## src/rtl/pool_pkg.sv

```systemverilog
// rtl/pool_pkg.sv - shared types and geometry helpers for the window gatherer
package pool_pkg;

  typedef enum logic {FILL, DRAIN} state_t;

  function automatic int win_beats(input int k);
    return k * k;
  endfunction

  function automatic int win_per_band(input int k, input int w);
    return w / k;
  endfunction

  function automatic int bands(input int k, input int h);
    return h / k;
  endfunction

  function automatic int buf_depth(input int k, input int w);
    return k * w;
  endfunction

  // Counter width for a range of n values, never narrower than one bit.
  function automatic int cnt_w(input int n);
    return (n <= 2) ? 1 : $clog2(n);
  endfunction

  // Flat buffer index of a pixel at (row within band, column).
  function automatic int buf_addr(input int row, input int col, input int img_width);
    return row * img_width + col;
  endfunction

endpackage

```

## src/rtl/pool_window_gather_row_buffer.sv

```systemverilog
// rtl/pool_window_gather_row_buffer.sv - band buffer, one write port, one combinational read port
module pool_row_buffer #(
  parameter int DATA_WIDTH = 32,
  parameter int DEPTH      = 16,
  parameter int ADDR_W     = 4
) (
  input  logic                  clk,
  input  logic                  we,
  input  logic [ADDR_W-1:0]     waddr,
  input  logic [DATA_WIDTH-1:0] wdata,
  input  logic [ADDR_W-1:0]     raddr,
  output logic [DATA_WIDTH-1:0] rdata
);

  logic [DATA_WIDTH-1:0] mem [DEPTH];

  always_ff @(posedge clk) begin
    if (we) mem[waddr] <= wdata;
  end

  assign rdata = mem[raddr];

endmodule

```

## src/rtl/pool_window_gather.sv

```systemverilog
// rtl/pool_window_gather.sv - buffers one band of rows and re-emits it as stride-K KxK windows
module pool_window_gather
  import pool_pkg::*;
#(
  parameter int DATA_WIDTH  = 32,
  parameter int KERNEL_SIZE = 2,
  parameter int IMG_WIDTH   = 8,
  parameter int IMG_HEIGHT  = 8
) (
  input  logic                  clk,
  input  logic                  reset,
  input  logic                  s_axis_tvalid,
  output logic                  s_axis_tready,
  input  logic [DATA_WIDTH-1:0] s_axis_tdata,
  input  logic                  s_axis_tlast,
  output logic                  m_axis_tvalid,
  input  logic                  m_axis_tready,
  output logic [DATA_WIDTH-1:0] m_axis_tdata,
  output logic                  m_axis_tlast,
  output logic                  frame_done,
  output logic                  tlast_err
);

  localparam int WIN_PER_BAND = win_per_band(KERNEL_SIZE, IMG_WIDTH);
  localparam int BANDS        = bands(KERNEL_SIZE, IMG_HEIGHT);
  localparam int BUF_DEPTH    = buf_depth(KERNEL_SIZE, IMG_WIDTH);
  localparam int COL_W        = cnt_w(IMG_WIDTH);
  localparam int ROW_W        = cnt_w(KERNEL_SIZE);
  localparam int BAND_W       = cnt_w(BANDS);
  localparam int WX_W         = cnt_w(WIN_PER_BAND);
  localparam int ADDR_W       = cnt_w(BUF_DEPTH);

  if (KERNEL_SIZE < 2) begin : g_bad_kernel
    $error("KERNEL_SIZE must be at least 2");
  end
  if (IMG_WIDTH % KERNEL_SIZE != 0) begin : g_bad_width
    $error("IMG_WIDTH must be a multiple of KERNEL_SIZE");
  end
  if (IMG_HEIGHT % KERNEL_SIZE != 0) begin : g_bad_height
    $error("IMG_HEIGHT must be a multiple of KERNEL_SIZE");
  end

  state_t state, state_nxt;

  logic [COL_W-1:0]  col;
  logic [ROW_W-1:0]  row;
  logic [BAND_W-1:0] band;
  logic [WX_W-1:0]   wx, wx_n, rd_wx;
  logic [ROW_W-1:0]  ky, kx, ky_n, kx_n, rd_ky, rd_kx;

  logic in_hs, out_hs, fill_last, frame_last_pix, band_last_beat, rd_last;
  logic [ADDR_W-1:0]     waddr, raddr;
  logic [DATA_WIDTH-1:0] rdata;

  assign s_axis_tready  = (state == FILL) && !reset;
  assign in_hs          = s_axis_tvalid && s_axis_tready;
  assign out_hs         = m_axis_tvalid && m_axis_tready;
  assign fill_last      = (row == ROW_W'(KERNEL_SIZE - 1)) && (col == COL_W'(IMG_WIDTH - 1));
  assign frame_last_pix = fill_last && (band == BAND_W'(BANDS - 1));
  assign band_last_beat = (ky == ROW_W'(KERNEL_SIZE - 1)) && (kx == ROW_W'(KERNEL_SIZE - 1))
                          && (wx == WX_W'(WIN_PER_BAND - 1));

  always_ff @(posedge clk) begin
    if (reset) state <= FILL;
    else       state <= state_nxt;
  end

  always_comb begin
    state_nxt = state;
    case (state)
      FILL:  if (in_hs && fill_last)       state_nxt = DRAIN;
      DRAIN: if (out_hs && band_last_beat) state_nxt = FILL;
      default: state_nxt = FILL;
    endcase
  end

  // Position of the beat that follows the one currently held in the output register.
  always_comb begin
    kx_n = kx + ROW_W'(1);
    ky_n = ky;
    wx_n = wx;
    if (kx == ROW_W'(KERNEL_SIZE - 1)) begin
      kx_n = '0;
      if (ky == ROW_W'(KERNEL_SIZE - 1)) begin
        ky_n = '0;
        wx_n = wx + WX_W'(1);
      end else begin
        ky_n = ky + ROW_W'(1);
      end
    end
  end

  // While filling, the read port is parked on the first beat of the band.
  assign rd_ky   = (state == FILL) ? '0 : ky_n;
  assign rd_kx   = (state == FILL) ? '0 : kx_n;
  assign rd_wx   = (state == FILL) ? '0 : wx_n;
  assign rd_last = (rd_ky == ROW_W'(KERNEL_SIZE - 1)) && (rd_kx == ROW_W'(KERNEL_SIZE - 1));

  assign waddr = ADDR_W'(buf_addr(int'(row), int'(col), IMG_WIDTH));
  assign raddr = ADDR_W'(buf_addr(int'(rd_ky), int'(rd_wx) * KERNEL_SIZE + int'(rd_kx), IMG_WIDTH));

  pool_row_buffer #(
    .DATA_WIDTH (DATA_WIDTH),
    .DEPTH      (BUF_DEPTH),
    .ADDR_W     (ADDR_W)
  ) u_row_buffer (
    .clk   (clk),
    .we    (in_hs),
    .waddr (waddr),
    .wdata (s_axis_tdata),
    .raddr (raddr),
    .rdata (rdata)
  );

  always_ff @(posedge clk) begin
    if (reset) begin
      col           <= '0;
      row           <= '0;
      band          <= '0;
      wx            <= '0;
      ky            <= '0;
      kx            <= '0;
      m_axis_tvalid <= 1'b0;
      m_axis_tdata  <= '0;
      m_axis_tlast  <= 1'b0;
      frame_done    <= 1'b0;
      tlast_err     <= 1'b0;
    end else begin
      frame_done <= 1'b0;
      if (in_hs) begin
        if (s_axis_tlast != frame_last_pix) tlast_err <= 1'b1;
        if (col == COL_W'(IMG_WIDTH - 1)) begin
          col <= '0;
          row <= (row == ROW_W'(KERNEL_SIZE - 1)) ? '0 : row + ROW_W'(1);
        end else begin
          col <= col + COL_W'(1);
        end
        if (fill_last) begin
          m_axis_tvalid <= 1'b1;
          m_axis_tdata  <= rdata;
          m_axis_tlast  <= rd_last;
          wx            <= '0;
          ky            <= '0;
          kx            <= '0;
        end
      end
      if (out_hs) begin
        if (band_last_beat) begin
          m_axis_tvalid <= 1'b0;
          if (band == BAND_W'(BANDS - 1)) begin
            band       <= '0;
            frame_done <= 1'b1;
          end else begin
            band <= band + BAND_W'(1);
          end
        end else begin
          m_axis_tdata <= rdata;
          m_axis_tlast <= rd_last;
          wx           <= wx_n;
          ky           <= ky_n;
          kx           <= kx_n;
        end
      end
    end
  end

endmodule

```

## config.mk

```make
export PLATFORM = sky130hd
export DESIGN_NAME = pool_window_gather
export DESIGN_NICKNAME = d
export VERILOG_FILES = /design/src/rtl/pool_pkg.sv /design/src/rtl/pool_window_gather_row_buffer.sv /design/src/rtl/pool_window_gather.sv
export SDC_FILE = /design/constraint.sdc
export NUM_CORES = 1
export LEC_CHECK = 0
export ABC_AREA = 0
export CAP_MARGIN = 20
export CELL_PAD_IN_SITES_DETAIL_PLACEMENT = 1
export CELL_PAD_IN_SITES_GLOBAL_PLACEMENT = 1
export CORE_UTILIZATION = 58
export CTS_CLUSTER_DIAMETER = 50
export CTS_CLUSTER_SIZE = 8
export DETAILED_ROUTE_END_ITERATION = 10
export PLACE_DENSITY_LB_ADDON = 0.05
export SYNTH_ARGS = -nofsm -noshare
export SYNTH_HDL_FRONTEND = slang
export SYNTH_HIERARCHICAL = 1
export SYNTH_SLANG_ARGS = --single-unit
```

## constraint.sdc

```tcl
create_clock -name clk -period 8.1 [get_ports clk]
set_clock_uncertainty 0.05 [all_clocks]
set_input_delay 1.215 -clock clk [delete_from_list [all_inputs] [get_ports clk]]
set_output_delay 1.215 -clock clk [all_outputs]
set_load 0.01 [all_outputs]
```

==> flow_metrics.py, run 1 <==
metrics = {
    "critical_path": {
        "cp_cell_sequence": "nand2_1 -> xnor2_1 -> and2_4 -> buf_4 -> mux4_2 -> a22oi_1 -> nand2_1 -> nand2_1 -> a21oi_1",
        "path_buf_inv": 1,
        "slowest_delay_ns": 0.90,
        "cp-start-kind": "flop",
        "required_ns": 8.48,
        "endpoint_kind": "flop",
        "cp_top_family": "simple AND/OR/NAND/NOR gates",
        "slowest_stage": "buf_4",
        "crit_top_cell": "nand2_1",
        "cp_max_fo": 67,
        "worstPathArrival_ns": 4.25,
        "path_class": "flop to flop",
    },
    "placement": {
        "gp_congestion": 0.755,
        "dp_hpwl_mm": 26.5,
        "postPlaceCellArea_um2": 22400,
        "portBuffers": 73,
    },
    "sta": {
        "tightest_slew_ns": 1.20,
        "setup_viol_count_final": 0,
        "maxSlewHeadroom_pct": 20.0,
        "fmax_mhz": 259,
        "finalCritPeriodShare_pct": 47.7,
        "tns_ns": 0,
        "final.min_clock_period_ns": 3.87,
        "rsz0062_at_grt": "false",
        "hold_viol": 0,
        "maxSlewViolCount": 0,
    },
    "synthesis": {
        "synthDistinctLibCells": 34,
        "ys_warn_count": 6,
        "ys.flop_type": "edfxtp_1",
        "syn_inst": 1028,
        "synthTopCellsByArea": "edfxtp_1 73%, mux4_2 14%, dfxtp_1 4.5%, a22oi_1 2.3%, nand2_1 1.9%",
        "synthTopCellsByCount": "512 x edfxtp_1, 128 x mux4_2, 108 x nand2_1",
        "synth_top_cell_area_share_pct": 72.9,
        "yosysMostFrequentCell": "edfxtp_1",
        "ys_seq_area_share_pct": 77.3,
        "syn_nets": 1070,
        "ys_ff_latch": 559,
        "netlist_area_um2": 21100,
        "postSynthAreaPerCell_um2": 20.5,
        "synth_top_area_cell": "edfxtp_1",
        "synth_edf_count": 512,
        "async_flop_share_pct": 0,
    },
    "global_route": {
        "overflow": 0,
        "grt_pass1_wl_mm": 72.8,
        "grt_start_max_net_pins": 89,
        "grt_pass1_vias": 11308,
        "antenna_found_initial": 0,
        "grt.total_usage_pct": 28.1,
    },
    "status": {
        "outcome": "finished with violations",
        "violations": "DRC",
    },
    "die": {
        "fp-row-count": 69,
        "die_w_um": 193,
        "fp.dieH_um": 193,
        "die-area_um2": 37100,
        "start_util_pct": 59.2,
        "pin_count": 74,
        "fp.coreArea_um2": 35700,
    },
    "pwr": {
        "p_leak_nw": 7.71,
        "powerDensity_nw_per_um2": 258,
        "p_total_mw": 6.41,
        "vdd_ir_drop_max_uv": 269,
    },
    "final_layout": {
        "drive_above_1_share_pct": 22.4,
        "area_delta_synth_final_pct": 17.9,
        "fillerInstances": 2800,
        "stdcell_area_um2": 24900,
        "nets": 1192,
        "antenna_cells": 0,
    },
    "routing": {
        "num_vias": 10543,
        "wirelength_mm": 49.5,
        "ant_nets": 0,
        "drtPass1Iterations": 8,
        "via_per_inst": 6.29,
        "drt_iter0_drc": 665,
        "drc": 8,
        "wire_per_inst_um": 29.5,
    },
    "clock_tree": {
        "numCtsBuffers": 80,
        "cts_hold_buf": 0,
        "root_buffer": "clkbuf_16",
        "cts_buffer_depth": 3,
        "cts.reportedPaths.clkPinSlew_ns": 0.05,
        "htreeDepth": 3,
        "post-cts-setup-buffers": 0,
        "cts_resized": 0,
        "cts.sinks": 559,
        "cts_tree": "done",
        "clock_latency_ns": 0.59,
    },
    "worst_hold_path": {
        "worstHoldPathType": "flop to flop",
    },
    "flow_run": {
        "drv.max_cap_violation_count": 0,
    },
}
## worst paths after layout
check,startpoint,endpoint,slack (ns),cells past startpoint
max,kx,m_axis_tdata[23],4.23,9
min,m_axis_tdata[9],m_axis_tdata[9],0.40,2
max reg2reg,kx,m_axis_tdata[23],4.23,9
min reg2reg,m_axis_tdata[9],m_axis_tdata[9],0.40,2
## stage by stage
step / worst slack, ns / utilization (%) / instances / hold WS [ns]
after floorplan: 3.21 / - / 1028 / 0.414
after global placement: 3.77 / 62.8 / 1524 / 0.389
after detailed placement: 3.66 / 62.9 / 1526 / 0.398
after CTS: 4.23 / 69.6 / 1673 / 0.404
after global routing: 4.03 / 69.7 / 1676 / 0.427
final: 4.23 / 69.7 / 1676 / 0.401
## where the power goes
part / total, mW / internal (mW) / switching [mW]
clock network: 3.12 / 1.95 / 1.16
registers: 3.18 / 3.17 / 0.00824
logic: 0.109 / 0.0345 / 0.0750
total: 6.41 / 5.16 / 1.25
## worst min-delay path: cells and delay by family (launching register included)
family	cells	cell delay (ns)
and+or+nand+nor	1	0.05
AOI/OAI and AO/OA	1	0.05
DFF	1	0.31
## routing by layer
layer  vias to the layer above  part of all wire, %  track usage, %
met5                         -                    0               0
met4                         0                  2.6            9.66
met3                        89                  5.6            5.11
met2                       372                   52            47.0
met1                      5608                   40            37.4
li1                       4474                    -               -
## registers in the layout, indices dropped and copies added, names as in the netlist
name and cells:
col 3, frame_done 1, state 1, kx 1, wx 2, ky 1, m_axis_tdata 32, m_axis_tlast 1
tlast_err 1, u_row_buffer/mem 512, row 1, m_axis_tvalid 1, band 2
## placed cells by master, fill, tap and decap left out, drive strengths merged, types with 2 or more instances in the layout
master and instances:
nand2b 4, clkdlybuf4s50 72, nor2 23, nand3 5
nor2b 6, edfxtp 512, xor2 2, mux4 128
ha 5, nand3b 2, a22oi 65, a21oi 39
clkbuf 143, inv 3, buf 23, nor3 6
and2 6, mux2i 5, dfxtp 47, nand2 108
clkinv 2
## layout make-up
| cell class | instances | area, um2 | area share, % |
|---|---|---|---|
| Inverter | 2 | 7.51 | 0.0302 |
| Multi-Input combinational cell | 412 | 4620 | 18.6 |
| Sequential cell | 559 | 16300 | 65.6 |
| Tap cell | 461 | 577 | 2.32 |
| Clock inverter | 4 | 58.8 | 0.236 |
| Clock buffer | 143 | 2320 | 9.34 |
| Timing Repair Buffer | 95 | 966 | 3.88 |
## cell families after synthesis
family                     Yosys count  share of synthesized area [%]
adders and majority gates            5                          0.296
xor gates and xnor gates             3                          0.125
muxes                              133                           13.9
and+or+nand+nor                    163                           3.28
DFF                                559                           77.3
buffers and inverters               57                           1.46
AOI/OAI and AO/OA                  108                           3.61
Power figures use the tool's default switching activity.
==> run 2: changes to the inputs <==
--- a/config.mk
+++ b/config.mk
@@ -9,7 +9,7 @@
 export CAP_MARGIN = 20
 export CELL_PAD_IN_SITES_DETAIL_PLACEMENT = 1
 export CELL_PAD_IN_SITES_GLOBAL_PLACEMENT = 1
-export CORE_UTILIZATION = 58
+export CORE_UTILIZATION = 53
 export CTS_CLUSTER_DIAMETER = 50
 export CTS_CLUSTER_SIZE = 8
 export DETAILED_ROUTE_END_ITERATION = 10
==> constraint.sdc (replaced) <==
create_clock -name clk -period 3.6 [get_ports clk]
set_clock_uncertainty 0.05 [all_clocks]
set_input_delay 0.54 -clock clk [delete_from_list [all_inputs] [get_ports clk]]
set_output_delay 0.54 -clock clk [all_outputs]
set_load 0.01 [all_outputs]
==> run 2 against run 1 <==
The run now ends clean. Sequential power rose by 120%. Cell count rose by 4.5%. Critical path depth fell by 2. Non-clock buffer count rose by 21. Utilization fell by 4.8 points. Hold slack got worse by 0.16 ns. Die area rose by 9.3%. Maximum frequency rose by 41%. Combinational power rose by 140%.
==> flow_metrics.py, run 2 (same netlist as run 1, synthesis figures left out) <==
metrics = {
    "global_route": {
        "grt.total_usage_pct": 25.2,
        "grt_start_max_net_pins": 48,
        "overflow": 0,
        "grt_pass1_wl_mm": 73.4,
        "antenna_found_initial": 0,
        "grt_pass1_vias": 11407,
    },
    "pwr": {
        "p_leak_nw": 7.84,
        "combinationalPowerShare_pct": 1.8,
        "swShare_pct": 19.7,
        "switchingPower_mw": 2.82,
        "clock_power_share_pct": 48.2,
        "vdd_ir_drop_max_uv": 438,
        "intPower_mw": 11.5,
        "p_seq_share_pct": 50.0,
        "powerDensity_nw_per_um2": 566,
    },
    "final_layout": {
        "fin_cells": 1752,
        "top_register": "u_row_buffer/mem",
        "final_common_cell": "edfxtp_1",
        "final_cell_mix": "512 x edfxtp_1, 128 x mux4_2, 108 x nand2_1",
        "nets": 1213,
        "area_delta_synth_final_pct": 19.8,
        "drive_above_1_share_pct": 23.8,
        "largest_register_ffs": 512,
        "antenna_cells": 0,
        "reg_top3": "u_row_buffer/mem x512, m_axis_tdata x32, col x3",
        "fillerInstances": 3192,
    },
    "sta": {
        "tightest_slew_ns": 0.732,
        "tns_ns": 0,
        "finalCritPeriodShare_pct": 76.4,
        "fmax_mhz": 364,
        "setup_viol_count_final": 0,
        "maxSlewHeadroom_pct": 51.0,
        "hold_viol": 0,
        "rsz0062_at_grt": "false",
        "final.min_clock_period_ns": 2.75,
        "maxSlewViolCount": 0,
    },
    "die": {
        "pin_count": 74,
        "die-area_um2": 40600,
        "fp-row-count": 72,
        "fp.coreArea_um2": 38900,
        "fp.dieH_um": 202,
        "start_util_pct": 54.2,
        "die_w_um": 202,
    },
    "critical_path": {
        "path_class": "flop to flop",
        "reg2reg_slack_ns": 0.85,
        "required_ns": 3.99,
        "cp_max_fo": 36,
        "worst-r2r-cell-count": 7,
        "rr_startpoint": "state",
        "worstPathArrival_ns": 3.14,
        "endpoint_kind": "flop",
        "reg2reg_to": "m_axis_tdata[3]",
        "cp-start-kind": "flop",
    },
    "routing": {
        "via_per_inst": 6.05,
        "drc": 0,
        "ant_nets": 0,
        "drtPass1Iterations": 5,
        "wirelength_mm": 49.2,
        "num_vias": 10591,
        "drt_iter0_drc": 742,
        "wire_per_inst_um": 28.1,
    },
    "status": {
        "outcome": "complete, no violations",
    },
    "worst_hold_path": {
        "hold-path-endpoint": "tlast_err",
        "hold_depth": 3,
        "hp-start": "reset",
        "worstHoldPathType": "input pin to flop",
    },
    "clock_tree": {
        "cts.reportedPaths.clkPinSlew_ns": 0.05,
        "clock_latency_ns": 0.60,
        "cts_resized": 0,
        "cts_tree": "done",
        "post-cts-setup-buffers": 0,
        "htreeDepth": 3,
        "cts.sinks": 559,
        "cts_buffer_depth": 3,
        "root_buffer": "clkbuf_16",
        "cts_hold_buf": 0,
        "numCtsBuffers": 80,
    },
    "flow_run": {
        "drv.max_cap_violation_count": 0,
    },
    "placement": {
        "portBuffers": 73,
        "gp_congestion": 0.754,
        "dpl.cell_count": 1607,
        "dp_hpwl_mm": 28.7,
    },
}
## run 2: metal layers
metal  vias to the layer above  routed length, um  share of wire (%)  global-route usage [%]
met3                        94               2420                4.9                    4.57
met4                         0               1320                2.7                    9.47
li1                       4526                  -                  -                       -
met1                      5645              20700                 42                    34.4
met5                         -                  0                  0                       0
met2                       326              24700                 50                    40.9
## run 2: worst max path at each step
| stage | cells past startpoint | end | startpoint |
|---|---|---|---|
| 4_1_cts | 7 | m_axis_tdata[3] | state |
| 3_5_place_dp | 7 | u_row_buffer/mem[3][8] | s_axis_tvalid |
| 5_1_grt | 7 | m_axis_tdata[3] | state |
| 6_report | 7 | m_axis_tdata[3] | state |
| 3_3_place_gp | 7 | u_row_buffer/mem[3][7] | s_axis_tvalid |
| 2_1_floorplan | 6 | u_row_buffer/mem[1][0] | s_axis_tvalid |
## run 2: per-stage QoR
stage / utilization (%) / hold slack, ns / instance area [um2] / setup slack, ns / total power [mW]
after global routing: 65.0 / 0.243 / 25300 / 0.727 / 14.7
after global placement: 59.0 / 0.386 / 23000 / 0.555 / 7.52
after floorplan: - / 0.414 / 21100 / 0.255 / 7.35
after detailed placement: 59.0 / 0.398 / 23000 / 0.508 / 7.54
final: 65.0 / 0.240 / 25300 / 0.850 / 14.3
after CTS: 65.0 / 0.218 / 25300 / 0.817 / 14.4
## run 2: power by group through the flow
stage	Clock (mW)	Combinational, mW	Sequential, mW
final	6.90	0.258	7.15
after global routing	7.26	0.278	7.15
after CTS	7.01	0.263	7.15
after detailed placement	0	0.262	7.28
after global placement	0	0.252	7.27
after floorplan	0	0.0751	7.27
## run 2: area by class of cell
class | instances | area [um2] | area share (%)
multi-input combinational | 412 | 4640 | 18.4
tap | 518 | 648 | 2.56
sequential | 559 | 16300 | 64.5
clock inverter | 4 | 38.8 | 0.153
timing repair buffer | 116 | 1340 | 5.29
inverter | 2 | 7.51 | 0.0297
clock buffer | 141 | 2290 | 9.07
## run 2: critical path, cell delays in order, from the launching register on
cell	delay [ns]
dfxtp_1	0.46
nor2b_4	0.54
buf_12	0.36
mux4_2	0.60
a22oi_1	0.30
nand2_1	0.09
nand2_1	0.10
a21oi_1	0.08
